--- config.mk ---
export PLATFORM = sky130hd
export DESIGN_NAME = axis_i2s_tx_flat
export DESIGN_NICKNAME = d
export VERILOG_FILES = /design/src/rtl/axis_i2s_tx_pkg.sv /design/src/rtl/axis_i2s_tx_if.sv /design/src/rtl/axis_i2s_tx_frame_timer.sv /design/src/rtl/axis_i2s_tx.sv /design/src/flat_wrapper.sv
export SDC_FILE = /design/constraint.sdc
export NUM_CORES = 1
export LEC_CHECK = 0
export ABC_AREA = 1
export CAP_MARGIN = 20
export CELL_PAD_IN_SITES_DETAIL_PLACEMENT = 0
export CELL_PAD_IN_SITES_GLOBAL_PLACEMENT = 1
export CORE_ASPECT_RATIO = 0.75
export CORE_MARGIN = 3
export CORE_UTILIZATION = 37
export CTS_BUF_LIST = sky130_fd_sc_hd__clkbuf_8
export DETAILED_ROUTE_END_ITERATION = 8
export MAX_ROUTING_LAYER = met4
export PLACE_DENSITY_LB_ADDON = 0.1
export SYNTH_ARGS = -nofsm -noshare
export SYNTH_HDL_FRONTEND = slang
export SYNTH_HIERARCHICAL = 1
export SYNTH_SLANG_ARGS = --single-unit
--- constraint.sdc ---
create_clock -name clk -period 3.1 [get_ports clk]
set_clock_uncertainty 0.2 [all_clocks]
set_input_delay 0.62 -clock clk [delete_from_list [all_inputs] [get_ports clk]]
set_output_delay 0.62 -clock clk [all_outputs]
set_load 0.03 [all_outputs]
--- src/rtl/axis_i2s_tx_pkg.sv ---
// Shared frame-layout constants and count-field helpers for the AXI-Stream to I2S transmitter.
// The bit positions describe a 512-clock stereo frame: 64 sclk periods of 8 clocks each.
package axis_i2s_pkg;

   localparam int FRAME_LOG2_DEFAULT = 9;
   localparam int FRAME_CLKS         = 512;
   localparam int SLOTS_PER_CH       = 32;
   localparam int SCLK_DIV_LOG2      = 3;

   localparam int LRCK_BIT = 8;
   localparam int SCLK_BIT = 2;
   localparam int SLOT_LSB = 3;
   localparam int SLOT_MSB = 7;

   typedef logic [FRAME_LOG2_DEFAULT-1:0] count_t;
   typedef logic [SLOT_MSB-SLOT_LSB:0]    slot_t;

   function automatic logic lrck_of(input count_t c);
      return c[LRCK_BIT];
   endfunction

   function automatic logic sclk_of(input count_t c);
      return c[SCLK_BIT];
   endfunction

   function automatic slot_t slot_of(input count_t c);
      return c[SLOT_MSB:SLOT_LSB];
   endfunction

endpackage

--- src/rtl/axis_i2s_tx_if.sv ---
// AXI-Stream sample channel feeding the I2S transmitter; last marks the right-channel word.
interface axis_i2s_tx_if #(
   parameter int DATA_WIDTH = 24
);
   logic [DATA_WIDTH-1:0] data;
   logic                  valid;
   logic                  ready;
   logic                  last;

   modport master (output data, output valid, output last, input ready);
   modport slave  (input data, input valid, input last, output ready);
endinterface

--- src/rtl/axis_i2s_tx_frame_timer.sv ---
// Free-running frame counter producing registered lrck/sclk plus look-ahead slot information
// so the transmitter can register tx_sdout in step with the bit clock.
module i2s_frame_timer
   import axis_i2s_pkg::*;
#(
   parameter int FRAME_LOG2 = FRAME_LOG2_DEFAULT
) (
   input  logic  clk,
   input  logic  rst,
   output logic  lrck,
   output logic  sclk,
   output logic  frame_start,
   output logic  frame_pre,
   output slot_t next_slot,
   output logic  next_right,
   output logic  next_bit_edge
);

   localparam logic [FRAME_LOG2-1:0] PRE_COUNT = {{(FRAME_LOG2-1){1'b1}}, 1'b0};

   logic [FRAME_LOG2-1:0] count;
   logic [FRAME_LOG2-1:0] count_next;

   assign count_next = count + 1'b1;

   // Registered outputs are computed from the upcoming count so they line up with it.
   always_ff @(posedge clk) begin
      if (rst) begin
         count <= '0;
         lrck  <= 1'b0;
         sclk  <= 1'b0;
      end else begin
         count <= count_next;
         lrck  <= lrck_of(count_next);
         sclk  <= sclk_of(count_next);
      end
   end

   assign frame_start   = (count == '1);
   assign frame_pre     = (count == PRE_COUNT);
   assign next_slot     = slot_of(count_next);
   assign next_right    = lrck_of(count_next);
   assign next_bit_edge = (count_next[SCLK_DIV_LOG2-1:0] == '0);

endmodule

--- src/rtl/axis_i2s_tx.sv ---
// AXI-Stream to I2S transmitter: buffers one stereo pair and serializes it MSB first
// with the standard one-bit delay, loading a new pair at every frame boundary.
module axis_i2s_tx
   import axis_i2s_pkg::*;
#(
   parameter int DATA_WIDTH = 24,
   parameter int FRAME_LOG2 = FRAME_LOG2_DEFAULT
) (
   input  logic           clk,
   input  logic           rst,
   axis_i2s_tx_if.slave   s_axis,
   output logic           tx_mclk,
   output logic           tx_lrck,
   output logic           tx_sclk,
   output logic           tx_sdout,
   output logic           underrun
);

   localparam slot_t LAST_SLOT = slot_t'(DATA_WIDTH);

   logic                  frame_start;
   logic                  frame_pre;
   slot_t                 next_slot;
   logic                  next_right;
   logic                  next_bit_edge;

   logic [DATA_WIDTH-1:0] left_buf;
   logic [DATA_WIDTH-1:0] right_buf;
   logic                  full;
   logic [DATA_WIDTH-1:0] left_sr;
   logic [DATA_WIDTH-1:0] right_sr;

   logic                  xfer;
   logic                  right_xfer;
   logic                  data_slot;

   i2s_frame_timer #(
      .FRAME_LOG2 (FRAME_LOG2)
   ) u_timer (
      .clk           (clk),
      .rst           (rst),
      .lrck          (tx_lrck),
      .sclk          (tx_sclk),
      .frame_start   (frame_start),
      .frame_pre     (frame_pre),
      .next_slot     (next_slot),
      .next_right    (next_right),
      .next_bit_edge (next_bit_edge)
   );

   assign tx_mclk      = clk;
   assign s_axis.ready = !full && !rst;
   assign xfer         = s_axis.valid && s_axis.ready;
   assign right_xfer   = xfer && s_axis.last;
   assign data_slot    = next_bit_edge && (next_slot != '0) && (next_slot <= LAST_SLOT);

   // Underrun is decided one cycle early so it is visible during the boundary cycle itself;
   // a right word arriving on that boundary cycle is too late for this frame.
   always_ff @(posedge clk) begin
      if (rst) begin
         left_buf  <= '0;
         right_buf <= '0;
         full      <= 1'b0;
         left_sr   <= '0;
         right_sr  <= '0;
         tx_sdout  <= 1'b0;
         underrun  <= 1'b0;
      end else begin
         if (xfer && !s_axis.last)
            left_buf <= s_axis.data;
         if (right_xfer)
            right_buf <= s_axis.data;

         if (right_xfer)
            full <= 1'b1;
         else if (frame_start)
            full <= 1'b0;

         underrun <= frame_pre && !(full || right_xfer);

         if (frame_start) begin
            left_sr  <= full ? left_buf  : '0;
            right_sr <= full ? right_buf : '0;
         end else if (data_slot) begin
            if (next_right)
               right_sr <= right_sr << 1;
            else
               left_sr  <= left_sr << 1;
         end

         if (next_bit_edge)
            tx_sdout <= data_slot ? (next_right ? right_sr[DATA_WIDTH-1] : left_sr[DATA_WIDTH-1]) : 1'b0;
      end
   end

endmodule
--- src/flat_wrapper.sv ---
// flat-port wrapper written by rule: the top's interface ports become plain ports
module axis_i2s_tx_flat import axis_i2s_pkg::*;
#(
   parameter int DATA_WIDTH = 24,
   parameter int FRAME_LOG2 = FRAME_LOG2_DEFAULT
)
  (clk, rst, tx_mclk, tx_lrck, tx_sclk, tx_sdout, underrun, s_axis_data, s_axis_valid, s_axis_last, s_axis_ready);
  axis_i2s_tx_if #(.DATA_WIDTH(DATA_WIDTH)) s_axis_i ();
  input  logic clk;
  input  logic rst;
  output logic tx_mclk;
  output logic tx_lrck;
  output logic tx_sclk;
  output logic tx_sdout;
  output logic underrun;
  input wire logic [$bits(s_axis_i.data)-1:0] s_axis_data;
  input wire logic [$bits(s_axis_i.valid)-1:0] s_axis_valid;
  input wire logic [$bits(s_axis_i.last)-1:0] s_axis_last;
  output wire logic [$bits(s_axis_i.ready)-1:0] s_axis_ready;
  assign s_axis_i.data = s_axis_data;
  assign s_axis_i.valid = s_axis_valid;
  assign s_axis_i.last = s_axis_last;
  assign s_axis_ready = s_axis_i.ready;
  axis_i2s_tx #(.DATA_WIDTH(DATA_WIDTH), .FRAME_LOG2(FRAME_LOG2)) u_core (.clk(clk), .rst(rst), .s_axis(s_axis_i), .tx_mclk(tx_mclk), .tx_lrck(tx_lrck), .tx_sclk(tx_sclk), .tx_sdout(tx_sdout), .underrun(underrun));
endmodule
==> summary.txt <==
CTS
  – Reg clk slew, reported paths: 0.09 ns
  – CTS tree: yes
  – Later-pin clock latency in the skew report: 0.47 ns

Min path
  – Hold path cells: 2
  – HP Start: u_core/right_buf[3]$_SDFFE_PP0P_
  – Worst Hold Class: reg -> reg

Setup path
  – Worst Setup Path Type: clk -> out
  – WP data required: 2.28 ns
  – Slowest stage delay, CP: 0.34 ns
  – Crit path arrival time: 2.11 ns
  – Worst path most repeated cell: clkbuf_8
  – Depth of the most critical reg-to-reg path: 9
  – Startpoint Class: clock port
  – WP buf/inv: 3
  – Crit Path Max Fanout: 2
  – Critical path startpoint: clk
  – Worst R2R Start: u_core/u_timer/count[0]$_SDFF_PP0_
  – CP Capture Type: primary output
  – Crit. path cell count: 3
  – CP top delay family: buffers and inverters
  – Slowest-stage cell, CP: dlygate4sd2_1
  – Worst-path cell chain: clkbuf_8 > clkbuf_8 > dlygate4sd2_1

Power and ir drop
  – IR drop worst, VDD: 0.000187 V
  – Clock share of power: 0.363
  – Int Pwr: 1.90 mW
  – Sw Ratio: 0.248
  – Leak: 2.01 nW
  – Pwr Density: 461 mW/mm2
  – Gate power share: 0.067
  – Share of power burned in registers: 0.570
  – P_sw: 625 uW

STA
  – Fin. Hold Viols: 0
  – Final setup TNS: 0 ns
  – Min Hold Slack: 0.251 ns
  – Worst-margin pin slew: 0.564 ns
  – Pins Over Slew Limit: 0
  – Relative slew slack: 0.623
  – RSZ-0062 raised after global routing: no
  – Final setup violating endpoints: 0

Logic synthesis
  – Synth area leaders: dfxtp_1 44%, nand2_1 8.7%, inv_1 8.2%, nor2_1 7.9%, o21ai_0 6.6%
  – Post-synthesis cell count: 713
  – Yosys top cell by area: dfxtp_1
  – Syn nets: 745
  – Synthesized cell area: 0.00496 mm2
  – Unique masters post-synth: 28
  – Seq/Total Area, Yosys: 0.436
  – Share of Yosys cell area claimed by the top area cell type: 0.436
  – Yosys reg bits: 108
  – Avg Cell Area, Syn: 6.96 um2
  – Ys Warns: 6

Global routing
  – Initial antenna violation count: 0
  – Largest net degree at the start of global routing: 64
  – First-pass GRT wire length: 19700 um
  – Vias in the first global route: 3898
  – Total track usage: 0.169
  – GRT overflow: 0

Detailed routing
  – Total wire length: 11700 um
  – DRC viols: 0
  – Drt wl/cell: 13.1 um
  – Initial drt markers: 217
  – Via density: 4.65
  – Vias: 4139
  – Antenna Nets Post-Route: 0
  – Drt pass-1 iters: 5

Layout
  – N_diodes: 0
  – NumNets Final: 751
  – Finished Cell Area: 0.00547 mm2
  – Commonest non-fill, non-tap cell in the layout: nand2_1
  – Core Util, Final: 0.431
  – Fraction of layout cells with a size suffix above 1: 0.0608
  – Most frequent cells in the layout: 115 x nand2_1, 110 x inv_1, 108 x dfxtp_1
  – Area growth, synth to finish: 10.3%

Die
  – Die ar.: 0.0149 mm2
  – Die extent in y: 106 um
  – DIE WIDTH: 140 um
  – # rows: 35
  – Initial Util: 0.391
  – Core area: 0.0127 mm2
  – Top Ports: 34

Run status
  – Status: complete, no violations

Placement
  – Placed cell areas: 0.00526 mm2
  – Dpl hpwl: 6920 um
  – # port buffers: 33
  – Gpl congestion: 0.800

Job
  – MaxCap Viol Count: 0
-- logic make-up after synthesis --
family,synth area share
AND/OR/NAND/NOR,0.247
AO/OA/AOI/OAI,0.155
XOR/XNOR,0.00177
buffers and inverters,0.150
adder cells (fa/ha/maj),0.0101
flip-flops,0.436
-- metrics by stage --
step,worst slack [ns],std cells,power (mW)
2_1_floorplan,0.585,713,1.61
3_3_place_gp,0.166,871,1.69
3_5_place_dp,0.166,871,1.69
4_1_cts,0.158,890,2.57
5_1_grt,0.154,890,2.65
6_report,0.167,890,2.52
-- worst min-delay path: cells and delay by family, from the launching register on --
family	cells	cell delay (ns)
buffers and inverters	1	0.05
AOI/OAI and AO/OA	1	0.05
DFF	1	0.31
-- registers in the layout, summed over array words and instances (netlist names) --
name                  flops
u_core/left_buf          24
u_core/left_sr           24
u_core/right_buf         24
u_core/right_sr          24
u_core/u_timer/count      8
u_core/full               1
u_core/tx_sdout           1
u_core/u_timer/lrck       1
u_core/underrun           1
-- cell usage after synthesis (all sizes together) --
library cell,count
nand4,5
clkbuf,13
nand3b,1
ha,4
o21ai,95
nand3,55
nor2,106
o21bai,2
xnor2,1
buf,37
or2,1
inv,110
and2,1
nand2,119
a21oi,55
dfxtp,108
-- power groups by stage --
stage	clock network [mW]	logic [mW]	registers (mW)
5_1_grt	1.02	0.194	1.44
3_5_place_dp	0.0537	0.170	1.47
6_report	0.914	0.170	1.44
4_1_cts	0.964	0.171	1.44
2_1_floorplan	0.0483	0.0983	1.47
3_3_place_gp	0.0537	0.169	1.47
-- path summary, 6_finish.rpt --
| kind | slack (ns) | endpoint |
|---|---|---|
| worst max register to register | 0.63 | u_core/left_sr[5]$_SDFFE_PP0P_ |
| worst min register to register | 0.25 | u_core/right_buf[3]$_SDFFE_PP0P_ |
| worst min-delay path | 0.25 | u_core/right_buf[3]$_SDFFE_PP0P_ |
| worst max-delay path | 0.17 | tx_mclk |
-- metal layers --
| layer | global-route usage | wire length [um] |
|---|---|---|
| met1 | 0.230 | 6060 |
| met2 | 0.251 | 4990 |
| met4 | 0.0505 | 112 |
| met5 | - | 0 |
| met3 | 0.0405 | 529 |
-- repair_timing --
item                                    4_1_cts  5_1_grt
gates resized for setup                       1        0
endpoints found under the setup margin        1        0
hold buffers                                  0        0
buffers inserted                              0        0
-- final cells by class --
cell class / count / area, um2
Clock buffer: 14 / 188
Clock inverter: 6 / 32.5
Fill cell: 1334 / 7230
Inverter: 110 / 413
Multi-Input combinational cell: 445 / 2060
Sequential cell: 108 / 2160
Tap cell: 166 / 208
Timing Repair Buffer: 41 / 410
(Power assumes the default switching activity.)
